==> config.mk <==
export PLATFORM = sky130hd
export DESIGN_NAME = ps2_host_tx
export DESIGN_NICKNAME = d
export VERILOG_FILES = /design/src/rtl/ps2_host_tx.sv
export SDC_FILE = /design/constraint.sdc
export NUM_CORES = 1
export LEC_CHECK = 0
export ABC_CLOCK_PERIOD_IN_PS = 2600
export BUFFER_PORTS_ARGS = -buffer_cell sky130_fd_sc_hd__buf_4
export CAP_MARGIN = 20
export CORE_MARGIN = 2
export CORE_UTILIZATION = 35
export CTS_CLUSTER_DIAMETER = 150
export DETAILED_ROUTE_END_ITERATION = 10
export GPL_ROUTABILITY_DRIVEN = 0
export HOLD_SLACK_MARGIN = 0.08
export SYNTH_ARGS = -nofsm -noshare
export SYNTH_HDL_FRONTEND = slang
export SYNTH_SLANG_ARGS = --single-unit
==> constraint.sdc <==
create_clock -name clk -period 2.6 [get_ports clk]
set_input_delay 0.13 -clock clk [delete_from_list [all_inputs] [get_ports clk]]
set_output_delay 0.13 -clock clk [all_outputs]
set_load 0.01 [all_outputs]
==> src/rtl/ps2_host_tx.sv <==
// ps2_host_tx - host-to-device PS/2 transmitter on the mmapper slave bus.
//
// Sends one command byte to a PS/2 device: inhibits the bus, issues the
// request-to-send, shifts 8 data bits + odd parity + stop on the device's
// falling clock edges, then samples the device ACK.
//
// Ports
//   clk, rst_n          system clock, async active-low reset
//   a, d, we, spo       register bus (a=0 TX byte / last byte, a=1 status / clear)
//   kclk_i, kdata_i     PS/2 pin levels (asynchronous)
//   kclk_oe, kdata_oe   1 = pull the pin low (open drain)
//   irq                 transfer-complete level
//
// Status (a=1): {27'b0, DROP, TMO, NACK, DONE, BUSY}
//
// Build option: define PS2TX_IRQ_EN to enable irq (set with DONE or TMO,
// cleared by writing 1 to a=1 bit 0). Undefined: irq is tied to 0.
module ps2_host_tx #(
    parameter int CLOCK_FREQ     = 62500000,
    parameter int INHIBIT_CYCLES = 6250,
    parameter int TIMEOUT_CYCLES = 1250000
) (
    input  logic        clk,
    input  logic        rst_n,
    input  logic [2:0]  a,
    input  logic [31:0] d,
    input  logic        we,
    output logic [31:0] spo,
    input  logic        kclk_i,
    input  logic        kdata_i,
    output logic        kclk_oe,
    output logic        kdata_oe,
    output logic        irq
);

    localparam logic [2:0] S_IDLE    = 3'd0;
    localparam logic [2:0] S_INHIBIT = 3'd1;
    localparam logic [2:0] S_REQ     = 3'd2;
    localparam logic [2:0] S_SHIFT   = 3'd3;
    localparam logic [2:0] S_ACK     = 3'd4;
    localparam logic [2:0] S_WAIT    = 3'd5;

    localparam int CMAX = (INHIBIT_CYCLES > TIMEOUT_CYCLES) ? INHIBIT_CYCLES : TIMEOUT_CYCLES;
    localparam int CW   = $clog2(CMAX + 1);
    localparam logic [CW-1:0] INH_LD = CW'(INHIBIT_CYCLES - 1);
    localparam logic [CW-1:0] TMO_LD = CW'(TIMEOUT_CYCLES - 1);

    if (INHIBIT_CYCLES < 1 || TIMEOUT_CYCLES < 1 || CLOCK_FREQ < 1) begin : g_bad_param
        $error("ps2_host_tx: CLOCK_FREQ, INHIBIT_CYCLES and TIMEOUT_CYCLES must be positive");
    end

    logic [2:0]    r_state;
    logic [CW-1:0] r_cnt;       // inhibit length, then inter-edge timeout
    logic [3:0]    r_bit;       // device falling edges seen in SHIFT
    logic [7:0]    r_byte;      // latched byte, also the "last byte" readback
    logic [7:0]    r_shift;
    logic [1:0]    r_kclk_sync, r_kdat_sync;
    logic          r_kclk_prev;
    logic          r_kclk_oe, r_kdata_oe;
    logic          r_done, r_nack, r_tmo, r_drop, r_irq;

    logic w_clk, w_dat, w_fall, w_busy, w_wr_tx, w_wr_clr;
    logic w_active, w_set_done, w_set_tmo, w_set_nack, w_set_drop;
    logic w_unused_d;

    assign w_clk    = r_kclk_sync[1];
    assign w_dat    = r_kdat_sync[1];
    assign w_fall   = r_kclk_prev & ~w_clk;
    assign w_busy   = (r_state != S_IDLE);
    assign w_wr_tx  = we && (a == 3'd0);
    assign w_wr_clr = we && (a == 3'd1) && d[0];
    assign w_unused_d = ^d[31:8];

    // States in which the device owns the clock and the timeout runs.
    assign w_active   = (r_state == S_REQ) || (r_state == S_SHIFT) ||
                        (r_state == S_ACK) || (r_state == S_WAIT);
    assign w_set_done = (r_state == S_WAIT) && w_clk && w_dat;
    assign w_set_tmo  = w_active && !w_fall && (r_cnt == '0) && !w_set_done;
    assign w_set_nack = (r_state == S_ACK) && w_fall && w_dat;
    assign w_set_drop = w_wr_tx && w_busy;

    // Synchronizers reset to the idle (released) bus level so reset
    // release never looks like a falling edge.
    always_ff @(posedge clk or negedge rst_n) begin
        if (!rst_n) begin
            r_kclk_sync <= 2'b11;
            r_kdat_sync <= 2'b11;
            r_kclk_prev <= 1'b1;
        end else begin
            r_kclk_sync <= {r_kclk_sync[0], kclk_i};
            r_kdat_sync <= {r_kdat_sync[0], kdata_i};
            r_kclk_prev <= w_clk;
        end
    end

    always_ff @(posedge clk or negedge rst_n) begin
        if (!rst_n) begin
            r_state    <= S_IDLE;
            r_cnt      <= '0;
            r_bit      <= 4'd0;
            r_byte     <= 8'h00;
            r_shift    <= 8'h00;
            r_kclk_oe  <= 1'b0;
            r_kdata_oe <= 1'b0;
        end else begin
            case (r_state)
                S_IDLE: begin
                    if (w_wr_tx) begin
                        r_byte     <= d[7:0];
                        r_shift    <= d[7:0];
                        r_cnt      <= INH_LD;
                        r_kclk_oe  <= 1'b1;
                        r_kdata_oe <= (INHIBIT_CYCLES == 1);
                        r_state    <= S_INHIBIT;
                    end
                end
                S_INHIBIT: begin
                    if (r_cnt == '0) begin
                        r_kclk_oe <= 1'b0;
                        r_cnt     <= TMO_LD;
                        r_state   <= S_REQ;
                    end else begin
                        r_cnt <= r_cnt - 1'b1;
                        // start bit goes out during the last inhibit cycle
                        if (r_cnt == CW'(1)) r_kdata_oe <= 1'b1;
                    end
                end
                S_REQ, S_SHIFT, S_ACK, S_WAIT: begin
                    if (w_set_tmo) begin
                        r_kclk_oe  <= 1'b0;
                        r_kdata_oe <= 1'b0;
                        r_state    <= S_IDLE;
                    end else begin
                        r_cnt <= w_fall ? TMO_LD : r_cnt - 1'b1;
                        case (r_state)
                            S_REQ: begin
                                r_bit   <= 4'd0;
                                r_state <= S_SHIFT;
                            end
                            S_SHIFT: begin
                                if (w_fall) begin
                                    r_bit <= r_bit + 4'd1;
                                    if (r_bit < 4'd8) begin
                                        r_kdata_oe <= ~r_shift[0];
                                        r_shift    <= {1'b0, r_shift[7:1]};
                                    end else if (r_bit == 4'd8) begin
                                        // odd parity bit is ~^byte; pin enable is its inverse
                                        r_kdata_oe <= ^r_byte;
                                    end else begin
                                        r_kdata_oe <= 1'b0;
                                        r_state    <= S_ACK;
                                    end
                                end
                            end
                            S_ACK:   if (w_fall) r_state <= S_WAIT;
                            default: if (w_set_done) r_state <= S_IDLE;
                        endcase
                    end
                end
                default: begin
                    r_kclk_oe  <= 1'b0;
                    r_kdata_oe <= 1'b0;
                    r_state    <= S_IDLE;
                end
            endcase
        end
    end

    // Flags: a clear and a set in the same cycle resolve to set.
    always_ff @(posedge clk or negedge rst_n) begin
        if (!rst_n) begin
            r_done <= 1'b0;
            r_nack <= 1'b0;
            r_tmo  <= 1'b0;
            r_drop <= 1'b0;
        end else begin
            r_done <= (r_done & ~w_wr_clr) | w_set_done;
            r_nack <= (r_nack & ~w_wr_clr) | w_set_nack;
            r_tmo  <= (r_tmo  & ~w_wr_clr) | w_set_tmo;
            r_drop <= (r_drop & ~w_wr_clr) | w_set_drop;
        end
    end

`ifdef PS2TX_IRQ_EN
    always_ff @(posedge clk or negedge rst_n) begin
        if (!rst_n) r_irq <= 1'b0;
        else        r_irq <= (r_irq & ~w_wr_clr) | w_set_done | w_set_tmo;
    end
`else
    always_ff @(posedge clk or negedge rst_n) begin
        if (!rst_n) r_irq <= 1'b0;
        else        r_irq <= 1'b0;
    end
`endif

    always_comb begin
        spo = 32'd0;
        case (a)
            3'd0:    spo = {24'd0, r_byte};
            3'd1:    spo = {27'd0, r_drop, r_tmo, r_nack, r_done, w_busy};
            default: spo = 32'd0;
        endcase
    end

    assign kclk_oe  = r_kclk_oe;
    assign kdata_oe = r_kdata_oe;
    assign irq      = r_irq;

endmodule

# == Yosys cells after proc, flatten, opt, wreduce, memory -nomap -nowiden ==
# Cells that the tools add are included.
# totals
input_bits,40
ff_bits,55
elab_cells,124
output_inout_bits,35
# classes
eq_ne,25
add_sub_neg,2
order_cmp,1
n_mux,37
bitwise,13
n_reduce_logical,32
# op_table
cell,n
21-bit 2-to-1 mux,4
21-bit case mux with 3 select lines,1
8-bit 2-to-1 mux,5
8-bit case mux with 2 select lines,2
3-bit 2-to-1 mux,8
"21-bit by 1-bit == test with 1-bit output, second input constant",1
21-bit zero test,1
"21-bit by 1-bit subtractor with 21-bit output, second input constant",1
"2-bit != test, second input constant",10
3-bit case mux with 3 select lines,2
"4-bit != test, second input constant",4
1-bit logical AND,11
1-bit 2-to-1 mux,11
4-bit case mux with 2 select lines,1
8-bit parity,1
7-bit AND reduction,1
"3-bit by 1-bit == test with 1-bit output, second input constant",2
"3-bit by 2-bit == test with 1-bit output, second input constant",2
"3-bit == test, second input constant",2
3-bit zero test,2
"3-bit != test, second input constant",2
"6-bit != test, second input constant",1
1-bit case mux with 3 select lines,2
3-bit AND reduction,2
16 further kinds,31

# == Logic depth before layout (Yosys ltp) ==
# depth
depth_word,9
depth_mapped,8
ltp_nobuf,7

# == Worst setup path after synthesis ==
# Ideal clock, no wire load.
# synth_timing
path_kind,reg-to-reg
start,reg r_cnt[0]
end,reg r_cnt[4]
path_stages_with_launch,9
n_path_buf,1
t_required_ns,2.456
setup_ns,0.144
setup_slack_ns,0.045
period_less_slack_ns,2.555
arrival_time_ns,2.411
cell_sequence,dfrtp_1 > inv_1 > ha_1 > nor3b_1 > nand4_1 > or4_4 > buf_6 > o211ai_4 > o221ai_1
# synth_between
elab_chain_cells,5
elab_cells_between_ends,10
classes_between,1 x add/sub; 1 x eq/ne; 4 x mux; 4 x reduce/logical
# synth_lines
element,line_no,rtl
from (decl),53,logic [CW-1:0] r_cnt;
from (signal assigned),123,r_cnt <= r_cnt - 1'b1;
from (signal assigned),134,r_cnt <= w_fall ? TMO_LD : r_cnt - 1'b1;
branches (longest 5 deep; another with 21-bit by 1-bit subtractor with 21-bit output),n/a,
# Several ways; the timed one is not identified. The select of a mux whose other input is x is not followed.
# A chain may end at the register's enable or synchronous reset.

# == Final worst setup path ==
# layout_timing
start,reg r_cnt[16]
end,reg r_cnt[18]
# Same word-level chain as after synthesis.

==> run summary <==
The tools report the element type at the critical path end as a register. The share of async-settable or async-resettable flops after synthesis was 1.000. Effective utilization at floorplan: 0.3571. TritonCTS built the clock tree.

The repair_antennas step left the layout with diodes totalling 0. In the routed design, unresolved DRC markers number 0. The analysis attributes to cell leakage a power of 0.001724 uW.

The clock slew at the register clock pins of the worst setup and hold paths came out at 120 ps. For the worst setup path, the data required time is 2780 ps. In this design, the stage delay of the slowest critical-path cell is 600 ps.

The path category of the worst min-delay check is primary input to register. The startpoint identified for the worst register-to-register timing path is r_cnt[16]$_DFFE_PN0P_. For the area of all placed cells without fillers, the log shows 0.004050 mm^2. The total routed wirelength was 8523 um; the number of enable-type register cells in the synthesized netlist was 0. In this run the most critical hold path is launched from a[0]. Setup total negative slack on the finished layout was measured at 0 ps. For the number of hold violations in the final report, the log shows 0.

Sorting the synthesized cells by area gives the leading types as sky130_fd_sc_hd__dfrtp_1 (36%), sky130_fd_sc_hd__buf_4 (5.5%), sky130_fd_sc_hd__nand2_1 (4.0%). The commonest cells after synthesis are sky130_fd_sc_hd__dfrtp_1 (50), sky130_fd_sc_hd__nand2_1 (37), sky130_fd_sc_hd__nor2_1 (34), sky130_fd_sc_hd__buf_4 (25), sky130_fd_sc_hd__o21ai_0 (25). In the final routed layout, each cell accounts on average for 14.72 um. During placement, the flow inserted port buffers numbering 25. The count of nets left with antenna violations after detail routing was 0; the area of the die was 0.01064 mm^2. Setup repair after global routing left no endpoint under its margin.

The aggregate global routing overflow is 0. Most frequent cell after synthesis: sky130_fd_sc_hd__dfrtp_1. After the first detailed-routing iteration, the DRC count stood at 219. Detailed placement ended at an HPWL of 6151 um. Number of core rows: 36. The largest individual stage delay along the critical path comes from the cell sky130_fd_sc_hd__or4_4. The overall power after layout was 1521 uW; the clock buffer count from CTS was 5. Once placement finished, the instance area stood at 0.003839 mm^2. The die is 103.2 um wide. The via count of the first global-routing pass was 2,766; the final worst clock skew was 10.06 ps. No sink is reached through more buffers than the 2 on the longest clock path. The worst setup path is of the register to register kind. The power per cell area was 375.5 mW/mm^2.

The share of the synthesized area in the top cell type came out at 0.3635. The logs give 0 for the initial antenna violation count and 3,086 for the via count. Yosys printed 0 warnings. For the worst setup path, the data arrival time is 2660 ps. The most common flop cell mapped by yosys was sky130_fd_sc_hd__dfrtp_1. The synthesized area divided by synthesized cell count works out to 8.758 um^2. The H-tree generated during clock tree synthesis spans 2 levels. Entering global routing, the biggest net connects 56 pins. The minimum clock period after layout is 2481 ps, and the total routing resource utilization after global routing is 0.1663. VDD sags by at most 0.2789 mV. sky130_fd_sc_hd__dfrtp_1 takes more of the synthesized area than any other cell.

The share of layout cells above drive strength 1 was 0.1951; the number of placed I/O pins was 75. Final clock period utilization by the worst path: 0.9544. The region available for standard cell placement spans 0.009639 mm^2. The tools report the detailed-routing iteration count for the pre-antenna-repair pass as 5. For the number of nets at the end of the flow, the log shows 489. The run finished with clean final reports. The ratio of routed vias to standard cells works out to 5.330. Based on the critical path, the design can be clocked at up to 403.0 MHz. For the placed instance count, the log shows 561.

The tools report the clock latency on the worst-skew pair as 320 ps. Walking the worst path, the cells encountered are or4_4 > or3_1 > or4_4 > o211ai_4 > o221ai_1. The first global-routing pass estimated 14,060 um of wire.

The run gives 131.4 ps as the placement-stage worst setup slack. The clock drives 55 sinks. The share of synthesized area occupied by flip-flops and latches was 0.4017; the critical-path maximum fanout was 10. The cell area after synthesis is 0.003442 mm^2, and the actual transition at the worst max-transition pin is 769.6 ps. The count of placed standard cells in the final layout, fillers left out was 579. The critical path starts at r_cnt[16]$_DFFE_PN0P_. The worst setup path is launched from a register. Relative to the synthesized area, the layout overhead comes to 17.67%. Setup violations remaining at the end of the flow were counted as 0. The clock tree root buffer cell was sky130_fd_sc_hd__clkbuf_8. The register bit total from synthesis was 55; the chip height was 103.2 um. Synthesis produced 393 cells.

The setup slack of the critical path after layout came out at 118.6 ps. The tools report the relative slew slack as 0.4869. After synthesis, the netlist uses 55 different library cells. By instance count, the cell type seen most on the critical path is sky130_fd_sc_hd__or4_4. The run gives 0 as the number of max-slew violations in the final report.

The tool flagged a number of max-cap violations equal to 0.
## state kept, by name, indices dropped and copies added, names as in the netlist
name         flops
r_cnt           21
r_byte           8
r_shift          8
r_bit            4
r_state          3
r_kclk_sync      2
r_kdat_sync      2
kclk_oe          1
kdata_oe         1
r_done           1
r_drop           1
r_kclk_prev      1
r_nack           1
r_tmo            1
## placed cells by master, fill, tap and decap left out, types with 4 or more instances in the layout
master                           n
sky130_fd_sc_hd__buf_4          54
sky130_fd_sc_hd__dfrtp_1        50
sky130_fd_sc_hd__nand2_1        37
sky130_fd_sc_hd__nor2_1         34
sky130_fd_sc_hd__o21ai_0        25
sky130_fd_sc_hd__conb_1         25
sky130_fd_sc_hd__nor3_1         21
sky130_fd_sc_hd__a21oi_1        19
sky130_fd_sc_hd__a31oi_1        14
sky130_fd_sc_hd__o211ai_1       13
sky130_fd_sc_hd__nand3_1        11
sky130_fd_sc_hd__dlygate4sd3_1  10
sky130_fd_sc_hd__inv_1           9
sky130_fd_sc_hd__or3_1           8
sky130_fd_sc_hd__mux2_2          8
sky130_fd_sc_hd__o2bb2ai_1       8
sky130_fd_sc_hd__nand4_1         7
sky130_fd_sc_hd__xnor2_1         7
sky130_fd_sc_hd__o31ai_1         7
sky130_fd_sc_hd__nand2b_1        5
sky130_fd_sc_hd__nor4_1          5
sky130_fd_sc_hd__clkbuf_8        5
sky130_fd_sc_hd__dfstp_2         5
sky130_fd_sc_hd__or2_2           4
sky130_fd_sc_hd__mux2i_1         4
## area by class of cell
cell class | instances | area [um^2]
clock buffers | 5 | 68.82
clock inverters | 3 | 31.28
inverters | 9 | 33.78
flip-flops and latches | 55 | 1383
fillers | 1004 | 5589
multi-input cells | 310 | 1862
repair buffers | 64 | 505.5
well taps | 133 | 166.4
## metrics by stage
| step | hold WS [ps] | utilization |
|---|---|---|
| 6_report | 91.95 | 0.4202 |
| 2_1_floorplan | -165.6 | - |
| 3_5_place_dp | 235.3 | 0.3982 |
| 4_1_cts | 82.27 | 0.4190 |
| 3_3_place_gp | 223.0 | 0.3982 |
| 5_1_grt | 113.1 | 0.4202 |
## report_power, final
group | leakage [uW] | internal, uW | switching [uW]
clock network | 0.0000522 | 206 | 330
logic | 0.00101 | 40.7 | 63.7
registers | 0.000660 | 872 | 9.09
## final timing paths
check                                           end  slack [ps]  cells after the start
setup / recovery              r_cnt[18]$_DFFE_PN0P_         120                      5
hold / removal                     r_drop$_DFF_PN0_          90                      2
setup reg to reg              r_cnt[18]$_DFFE_PN0P_         120                      5
hold reg to reg            r_kdat_sync[1]$_DFF_PN1_         370                      0
max in group asynchronous       kclk_oe$_DFFE_PN0P_        1750                      2
min in group asynchronous     r_cnt[16]$_DFFE_PN0P_         390                      2
## worst max-delay path, delay by kind of cell, from the launching register on
kind | cells | cell delay (ps)
AOI/OAI and AO/OA | 2 | 400
DFF | 1 | 390
and+or+nand+nor | 3 | 1540
## timing repair
action | CTS | global route
setup endpoints to repair | 0 | 1
setup buffers | 0 | 0
hold buffers | 10 | 0
gates resized for setup | 0 | 2
endpoints found under the hold margin | 65 | 0
## per-layer routing
metal  track usage  vias up  part of all wire
li1              -     1502                 -
met1        0.2414     1471              0.48
met2        0.2697      106              0.47
met3       0.02083        7             0.046
met4       0.03138        0            0.0092
met5             0        -                 0
## kinds of logic after synthesis
| kind of cell | count (synthesis) | share of synthesized area |
|---|---|---|
| AND/OR/NAND/NOR | 153 | 0.2265 |
| AO/OA/AOI/OAI | 107 | 0.2087 |
| flip-flops | 55 | 0.4017 |
| buffers and inverters | 52 | 0.08688 |
| multiplexers | 12 | 0.03781 |
| XOR/XNOR | 9 | 0.02290 |
| adder cells (fa/ha/maj) | 4 | 0.01454 |
| other | 1 | 0.001089 |
Power figures use the tool's default switching activity.
